==> src/rtl/iram_param_if.sv <==
// Fetch/program bus for iram_param.
// Fetch side : ADDR (byte address) -> Q (instruction word), ALIGN_ERR.
// Program side: PWE/PADDR/PDATA write request, PREADY acceptance flag.
// Control     : CLR requests a full re-clear; BUSY and WCOUNT report status.
// The parameters must match the ones given to the iram_param instance.
interface iram_param_if #(
    parameter int DATA_W = 16,
    parameter int ADDR_W = 8
);
    logic [ADDR_W-1:0] ADDR;
    logic [DATA_W-1:0] Q;
    logic              ALIGN_ERR;
    logic              CLR;
    logic              PWE;
    logic [ADDR_W-2:0] PADDR;
    logic [DATA_W-1:0] PDATA;
    logic              PREADY;
    logic              BUSY;
    logic [7:0]        WCOUNT;

    // Master drives fetch address, program writes and clear requests.
    modport master (
        output ADDR, CLR, PWE, PADDR, PDATA,
        input  Q, ALIGN_ERR, PREADY, BUSY, WCOUNT
    );

    // Slave is the memory itself.
    modport slave (
        input  ADDR, CLR, PWE, PADDR, PDATA,
        output Q, ALIGN_ERR, PREADY, BUSY, WCOUNT
    );
endinterface

==> src/rtl/iram_param.sv <==
// Parameterised instruction RAM with a self-clearing sequence.
// Ports:
//   CLK   - clock, all state changes on the rising edge
//   RESET - asynchronous active-low reset; restarts the full clear on release
//   bus   - iram_param_if slave: combinational fetch (ADDR -> Q, ALIGN_ERR),
//           program write (PWE/PADDR/PDATA, PREADY), CLR request, BUSY, WCOUNT
// After reset or a CLR request the memory spends DEPTH cycles writing FILL
// into every word (BUSY=1, Q forced to 0), then enters RUN where fetches are
// combinational and program writes are accepted.
module iram_param #(
    parameter int                DATA_W = 16,
    parameter int                ADDR_W = 8,
    parameter logic [DATA_W-1:0] FILL   = '0
) (
    input  logic         CLK,
    input  logic         RESET,
    iram_param_if.slave  bus
);
    localparam int                PTR_W = ADDR_W - 1;
    localparam int                DEPTH = 2 ** PTR_W;
    localparam logic [PTR_W-1:0]  LAST  = PTR_W'(DEPTH - 1);

    typedef enum logic {
        ST_CLEAR = 1'b0,
        ST_RUN   = 1'b1
    } state_t;

    state_t            state_q, state_d;
    logic [PTR_W-1:0]  clr_ptr_q, clr_ptr_d;
    logic [7:0]        wcount_q, wcount_d;
    logic              clr_we;
    logic              prog_we;

    logic [DATA_W-1:0] mem [DEPTH];

    // Next-state logic. Leaving CLEAR keeps clr_ptr at LAST; it is only
    // rewound when a new clear starts (CLR in RUN, or reset).
    always_comb begin
        state_d   = state_q;
        clr_ptr_d = clr_ptr_q;
        wcount_d  = wcount_q;
        clr_we    = 1'b0;
        prog_we   = 1'b0;
        case (state_q)
            ST_CLEAR: begin
                // CLR and PWE are deliberately ignored here.
                clr_we = 1'b1;
                if (clr_ptr_q == LAST) begin
                    state_d = ST_RUN;
                end else begin
                    clr_ptr_d = clr_ptr_q + PTR_W'(1);
                end
            end
            ST_RUN: begin
                if (bus.CLR) begin
                    // Clear wins over a simultaneous program write.
                    state_d   = ST_CLEAR;
                    clr_ptr_d = '0;
                    wcount_d  = '0;
                end else if (bus.PWE) begin
                    prog_we = 1'b1;
                    if (wcount_q != 8'hFF) begin
                        wcount_d = wcount_q + 8'd1;
                    end
                end
            end
            default: state_d = ST_CLEAR;
        endcase
    end

    always_ff @(posedge CLK or negedge RESET) begin
        if (!RESET) begin
            state_q   <= ST_CLEAR;
            clr_ptr_q <= '0;
            wcount_q  <= '0;
        end else begin
            state_q   <= state_d;
            clr_ptr_q <= clr_ptr_d;
            wcount_q  <= wcount_d;
        end
    end

    // Memory array has no reset. Writes are also gated by RESET so nothing
    // is written while reset is held; clearing starts on the first edge
    // after release.
    always_ff @(posedge CLK) begin
        if (RESET) begin
            if (clr_we) begin
                mem[clr_ptr_q] <= FILL;
            end else if (prog_we) begin
                mem[bus.PADDR] <= bus.PDATA;
            end
        end
    end

    // Combinational fetch: a write to the fetched word shows up only after
    // the edge. The low address bit selects nothing, it only flags misalignment.
    assign bus.Q         = (state_q == ST_RUN) ? mem[bus.ADDR[ADDR_W-1:1]] : '0;
    assign bus.ALIGN_ERR = bus.ADDR[0];
    assign bus.BUSY      = (state_q == ST_CLEAR);
    assign bus.PREADY    = (state_q == ST_RUN) && !bus.CLR;
    assign bus.WCOUNT    = wcount_q;

endmodule
==> src/flat_wrapper.sv <==
// flat-port wrapper written by rule: the top's interface ports become plain ports
module iram_param_flat 
#(
    parameter int                DATA_W = 16,
    parameter int                ADDR_W = 8,
    parameter logic [DATA_W-1:0] FILL   = '0
)
  (CLK, RESET, bus_ADDR, bus_CLR, bus_PWE, bus_PADDR, bus_PDATA, bus_Q, bus_ALIGN_ERR, bus_PREADY, bus_BUSY, bus_WCOUNT);
  iram_param_if #(.DATA_W(DATA_W), .ADDR_W(ADDR_W)) bus_i ();
  input  logic CLK;
  input  logic RESET;
  input wire logic [$bits(bus_i.ADDR)-1:0] bus_ADDR;
  input wire logic [$bits(bus_i.CLR)-1:0] bus_CLR;
  input wire logic [$bits(bus_i.PWE)-1:0] bus_PWE;
  input wire logic [$bits(bus_i.PADDR)-1:0] bus_PADDR;
  input wire logic [$bits(bus_i.PDATA)-1:0] bus_PDATA;
  output wire logic [$bits(bus_i.Q)-1:0] bus_Q;
  output wire logic [$bits(bus_i.ALIGN_ERR)-1:0] bus_ALIGN_ERR;
  output wire logic [$bits(bus_i.PREADY)-1:0] bus_PREADY;
  output wire logic [$bits(bus_i.BUSY)-1:0] bus_BUSY;
  output wire logic [$bits(bus_i.WCOUNT)-1:0] bus_WCOUNT;
  assign bus_i.ADDR = bus_ADDR;
  assign bus_i.CLR = bus_CLR;
  assign bus_i.PWE = bus_PWE;
  assign bus_i.PADDR = bus_PADDR;
  assign bus_i.PDATA = bus_PDATA;
  assign bus_Q = bus_i.Q;
  assign bus_ALIGN_ERR = bus_i.ALIGN_ERR;
  assign bus_PREADY = bus_i.PREADY;
  assign bus_BUSY = bus_i.BUSY;
  assign bus_WCOUNT = bus_i.WCOUNT;
  iram_param #(.DATA_W(DATA_W), .ADDR_W(ADDR_W), .FILL(FILL)) u_core (.CLK(CLK), .RESET(RESET), .bus(bus_i));
endmodule
==> config.mk <==
export PLATFORM = sky130hd
export DESIGN_NAME = iram_param_flat
export DESIGN_NICKNAME = d
export VERILOG_FILES = /design/src/rtl/iram_param_if.sv /design/src/rtl/iram_param.sv /design/src/flat_wrapper.sv
export SDC_FILE = /design/constraint.sdc
export NUM_CORES = 2
export LEC_CHECK = 0
export CAP_MARGIN = 20
export CORE_MARGIN = 3
export CORE_UTILIZATION = 29
export DETAILED_ROUTE_END_ITERATION = 7
export GPL_ROUTABILITY_DRIVEN = 0
export SYNTH_ARGS = -nofsm -noshare
export SYNTH_HDL_FRONTEND = slang
export SYNTH_SLANG_ARGS = --single-unit
export TNS_END_PERCENT = 1
==> constraint.sdc <==
create_clock -name CLK -period 5 [get_ports CLK]
set_clock_uncertainty 0.15 [all_clocks]
set_input_delay 1.25 -clock CLK [delete_from_list [all_inputs] [get_ports CLK]]
set_output_delay 1.25 -clock CLK [all_outputs]
set_load 0.01 [all_outputs]
# Word level (Yosys, flattened, before mapping)

Memory sizes are Yosys's and may differ from the RTL's.
Cells that the tools add are included.

Bits in writable memories: 2048
Register bits: 16
Word-level logic and storage cells: 41
Memories: 1

Memories:

| memory     | words | width | rd ports | clocked after memory_dff | wr ports | line             | RTL |
|---|---|---|---|---|---|---|---|
| u_core.mem | 128   | 16    | 1        | 0                        | 1        | iram_param.sv:34 | `logic [DATA_W-1:0] mem [DEPTH];` |

Reductions and logical operators: 7
Eq/ne operators: 4
Add/sub/neg operators: 2
Bitwise logic cells: 1
Muxes and demuxes: 23

Operator list:

| cell                  | count |
|---|---|
| $mux W16              | 2 |
| $mux W8               | 3 |
| $mux W7               | 3 |
| $reduce_or A16 Y1     | 1 |
| $pmux W7 S2           | 1 |
| $mux W1               | 13 |
| $add A8 B1 Y8 const B | 1 |
| $ne A8 B8 Y1 const B  | 1 |
| $add A7 B1 Y7 const B | 1 |
| $eq A7 B7 Y1 const B  | 1 |
| $ne A2 B2 Y1 const B  | 2 |
| $reduce_bool A2 Y1    | 2 |
| $reduce_and A3 Y1     | 1 |
| $pmux W1 S2           | 1 |
| $reduce_and A2 Y1     | 1 |
| $logic_and A1 B1 Y1   | 1 |
| $logic_not A1 Y1      | 1 |
| $not A1 Y1            | 1 |

# Depth between registers and ports, before layout

Word-level depth: 9
Gate-level depth with buffers: 11
Mapped depth without buffers: 8

# Worst setup path after synthesis

No wires, ideal clock.

Path type: input to register
From: input bus_CLR
To: memory u_core.mem[0][10], data pin
Cell stages on the path: 6
Data required time: 4.315 ns
Arrival: 4.032 ns
Setup slack: 0.283 ns
Cell sequence: buf_2 -> nor2b_1 -> and3_1 -> clkbuf_1 -> clkbuf_1 -> and2_1

Longest elaborated chain between the ends: 8

RTL lines:

| what                               | line               | RTL |
|---|---|---|
| start, declared                    | flat_wrapper.sv:13 | `input wire logic [$bits(bus_i.CLR)-1:0] bus_CLR;` |
| $mux W1                            | iram_param.sv:55   | `if (bus.CLR) begin` |
| $mux W1                            | iram_param.sv:44   | `case (state_q)` |
| $mux W1                            | iram_param.sv:90   | `end else if (prog_we) begin` |
| $mux W1                            | iram_param.sv:88   | `if (clr_we) begin` |
| $mux W1                            | iram_param.sv:87   | `if (RESET) begin` |
| $mux W1 (implied by the code)      | iram_param.sv:91   | `mem[bus.PADDR] <= bus.PDATA;` |
| $reduce_or A16 Y1 (no source line) | -                  |  |
| $mux W16 (no source line)          | -                  |  |
| end, declared                      | iram_param.sv:34   |  |

Every way passes these cells.

# Worst setup path after layout

From: input bus_ADDR[1]
To: output bus_Q[2]

Longest elaborated chain between the ends: 2

RTL lines:

| what             | line               | RTL |
|---|---|---|
| start, declared  | flat_wrapper.sv:12 | `input wire logic [$bits(bus_i.ADDR)-1:0] bus_ADDR;` |
| $mem_v2 Z128 W16 | -                  |  |
| $mux W16         | iram_param.sv:98   | `assign bus.Q = (state_q == ST_RUN) ? mem[bus.ADDR[ADDR_W-1:1]] : '0;` |
| end, declared    | flat_wrapper.sv:17 | `output wire logic [$bits(bus_i.Q)-1:0] bus_Q;` |

Every way passes these cells.

==> summary.md <==
| Metric | Value |
|---|---|
| Clock sinks | `2064` |
| Die Wd | `534.0 um` |
| Syn_nets | `4159` |
| Avg Vias per Cell | `5.004` |
| Initial antenna violation count | `14` |
| Worst path arrival time | `3.84 ns` |
| Int Power | `28670 uW` |
| Residual DRC | `0` |
| Worst-path clk slew | `0.06 ns` |
| Slew headroom | `0.4081` |
| Crit path capture type | `output port` |
| Hold Violations, Final | `0` |
| Post-Syn Instances | `4122` |
| Vias | `44040` |
| Max-slew violation count | `0` |
| TritonCTS buffer count | `209` |
| Psw | `8371 uW` |
| Power Total | `37040 uW` |
| Post-synth EDFFs | `2048` |
| Sw Share | `0.2260` |
| Root buffer cell | `clkbuf_16` |
| Share of layout cells above drive strength 1 | `0.3064` |
| Row cnt | `193` |
| Async SR Flop Fraction | `0.007752` |
| Global-route wire length before repair | `326.2 mm` |
| Max Cap Violations | `0` |
| Crit path max fanout | `8` |
| Failing checks | `setup timing` |
| CTS HTree Levels | `4` |
| Max Fclk | `190.8 MHz` |
| GR Util All Layers | `0.1565` |
| Worst hold margin | `0.4249 ns` |
| Reg2reg setup slack | `1.71 ns` |
| Clock buffer depth | `3` |
| Die Area | `285200 sq um` |
| Worst path required time | `3.60 ns` |
| Total power divided by cell area | `368.5 nW/um^2` |
| Worst-Margin Slew | `0.8879 ns` |
| Critical Path Source Type | `input pin` |
| Area delta synth->final | `24.34%` |
| Routed WL | `230.1 mm` |
| CP Class | `input pin to output port` |
| Tmin final | `5.241 ns` |
| Worst hold start | `u_core.bus.WCOUNT[6]` |
| Endpoints failing setup | `16` |
| Status | `finished with violations` |
| Sequential cell area fraction in the yosys report | `0.7656` |
| #FFs+latches synth | `2064` |
| Leak pwr | `0.03730 uW` |
| Final worst-path setup slack | `-0.2410 ns` |
| Worst reg2reg endpoint | `u_core.mem[8][10]` |
| Setup crit end | `bus_Q[2]` |
| FF-to-FF path depth | `9` |
| Dpl hpwl | `143.0 mm` |
| Grt total ovfl | `0` |
| Worst-Skew Late Latency | `0.84 ns` |
| RSZ-0062 raised after global routing | `true` |
| Die height | `534.0 um` |
| Pre-Repair DR Iteration Count | `6` |
| CP Launch Point | `bus_ADDR[1]` |
| Crit Reg-Reg Startpoint | `u_core.state_q` |
| Post-Syn Area | `80850 sq um` |
| Routed len/inst | `26.14 um` |
| Vias in the first global route | `43920` |
| Post-place setup slack | `-1.519 ns` |
| Clock power frac | `0.412` |
| Period utilization | `1.048` |
| Syn_area_per_cell | `19.61 sq um` |
| Yosys warns | `0` |
| Combinational group share of total power | `0.074` |
| Fin nets | `4950` |
| Core ar. | `277000 sq um` |
| Input/output buffers | `59` |
| Final ANT Viol Nets | `0` |
| VDD IR max | `0.0002968 V` |
| Sequential share of power | `0.514` |
| Primary FF master, synth | `edfxtp_1` |
| CTS tree | `done` |
| Number of fill cells | `25420` |
| Type of the tightest min-delay check | `register to register` |
| Io pins | `62` |
| Initial DRC Count | `5323` |
| Initial core utilization | `0.2919` |
| Post-synth cell types | `59` |
| Largest net degree at the start of global routing | `129` |
-- per-stage QoR --
step	utilization	setup TNS, ns	instance area (sq um)	instances
after floorplan	-	0	80850	4122
after global placement	0.3274	-17.18	90680	8298
after detailed placement	0.3275	-16.36	90700	8300
after CTS	0.3597	-2.441	99640	8754
after global routing	0.3629	-3.081	100500	8798
final	0.3629	-2.237	100500	8800
-- power by group through the flow --
stage | clock network (uW) | registers, uW | logic [uW]
6_report | 15200 | 19000 | 2750
3_3_place_gp | 0 | 19400 | 2430
2_1_floorplan | 0 | 19400 | 1210
3_5_place_dp | 0 | 19400 | 2450
4_1_cts | 15500 | 19000 | 2660
5_1_grt | 16200 | 19000 | 2850
-- how the worst min path moves through the flow --
stage | end | slack [ns] | cells past startpoint
2_1_floorplan | u_core.clr_ptr_q[4] | 0.41 | 2
3_3_place_gp | u_core.bus.WCOUNT[1] | 0.40 | 1
3_5_place_dp | u_core.bus.WCOUNT[6] | 0.40 | 1
4_1_cts | u_core.bus.WCOUNT[6] | 0.42 | 1
5_1_grt | u_core.bus.WCOUNT[6] | 0.45 | 1
6_report | u_core.bus.WCOUNT[6] | 0.42 | 1
-- sequential cells by signal, summed over array words and instances, names as in the netlist --
register           count
u_core.clr_ptr_q       7
u_core.mem          2048
u_core.bus.WCOUNT      8
u_core.state_q         1
-- logic make-up (layout without fill, tap and decap cells) --
logic type | after synthesis | count (layout) | share of synthesized area
buffers and inverters | 241 | 1211 | 0.01871
AND/OR/NAND/NOR | 536 | 536 | 0.03080
XOR/XNOR | 5 | 5 | 0.0005417
flip-flops | 2064 | 2064 | 0.7656
adder cells (fa/ha/maj) | 2 | 2 | 0.0003095
other | 0 | 3 | 0
multiplexers | 836 | 836 | 0.1468
AO/OA/AOI/OAI | 438 | 438 | 0.03725
-- worst max-delay path, stage by stage --
cell and delay (ns):
buf_16 0.16, buf_12 0.15, buf_12 0.14, buf_12 0.13
buf_12 0.13, buf_12 0.13, buf_8 0.13, mux2i_1 0.11
a22oi_1 0.19, nand4_1 0.36, o211ai_1 0.26, nor2_1 0.11
a31oi_4 0.30, buf_6 0.16, buf_6 0.09
-- synth_stat cells, drive strengths merged (6+ instances only) --
| master | n | area (sq um) |
|---|---|---|
| inv | 10 | 37.53 |
| nand3b | 6 | 45.04 |
| clkbuf | 63 | 236.5 |
| a21boi | 7 | 52.55 |
| o221ai | 7 | 61.31 |
| nand4 | 16 | 100.1 |
| a21oi | 68 | 340.3 |
| a211oi | 27 | 202.7 |
| o2bb2ai | 7 | 61.31 |
| o21ai | 36 | 180.2 |
| o22ai | 23 | 143.9 |
| buf | 168 | 1239 |
| mux2i | 539 | 5395 |
| nor2 | 167 | 629.4 |
| or3 | 8 | 50.05 |
| nand3 | 104 | 520.5 |
| nor3 | 37 | 185.2 |
| nor2b | 18 | 112.6 |
| o211ai | 17 | 127.6 |
| nand2 | 118 | 442.9 |
| edfxtp | 2048 | 61500 |
| and2 | 27 | 168.9 |
| mux4 | 278 | 6261 |
| a31oi | 21 | 131.4 |
| a22oi | 208 | 1562 |
| dfrtp | 16 | 400.4 |
| nor4 | 11 | 68.82 |
| nand2b | 12 | 75.07 |
| mux2 | 19 | 214.0 |
-- per-layer routing --
| layer | track usage | vias to the layer above | routed length, um |
|---|---|---|---|
| met5 | 0 | - | 0 |
| met4 | 0.05025 | 0 | 7492 |
| met3 | 0.02606 | 366 | 17980 |
| met2 | 0.2573 | 1881 | 111300 |
| met1 | 0.2114 | 23280 | 93240 |
| li1 | - | 18510 | - |
-- repair_timing --
action,in CTS,in global routing
buffers inserted,56,44
setup endpoints to repair,16,16
hold buffers,0,0
pin swaps,63,48
gates resized for setup,325,84
gates cloned,12,3
-- layout make-up --
class,count,area (sq um),share of cell area
antenna,3,7.507,0.00007468
clock buffer,261,5510,0.05481
clock inverter,129,1181,0.01175
inverter,10,38.79,0.0003858
multi-input combinational,1817,18720,0.1862
sequential,2064,61900,0.6157
tap,3705,4636,0.04611
timing repair buffer,811,8534,0.08490
-- layout by cell type (no fill, tap or decap), types with 13 or more instances in the layout --
cell type        netlist  routed
edfxtp_1            2048    2048
buf_4                 36     561
mux2i_1              539     524
mux4_2               278     278
clkbuf_16              0     217
a22oi_1              208     187
nor2_1               166     153
nand2_1              118     114
buf_12                 3     110
nand3_1              104      85
clkinv_1               0      56
a21oi_1               68      51
clkbuf_1              63      48
buf_6                 42      47
clkinv_2               0      38
clkdlybuf4s50_1        0      36
a22oi_2                0      21
o21ai_0               29      21
buf_8                  2      21
and2_4                 0      19
nor3_1                37      19
buf_16                 0      19
o211ai_1              17      17
nand3_2                0      16
nand4_1               16      16
mux2_2                19      16
a211oi_1              27      16
bufinv_16              0      16
dfrtp_1               16      16
nor2_2                 1      13
Note: power is estimated with default switching activity, not from simulation.
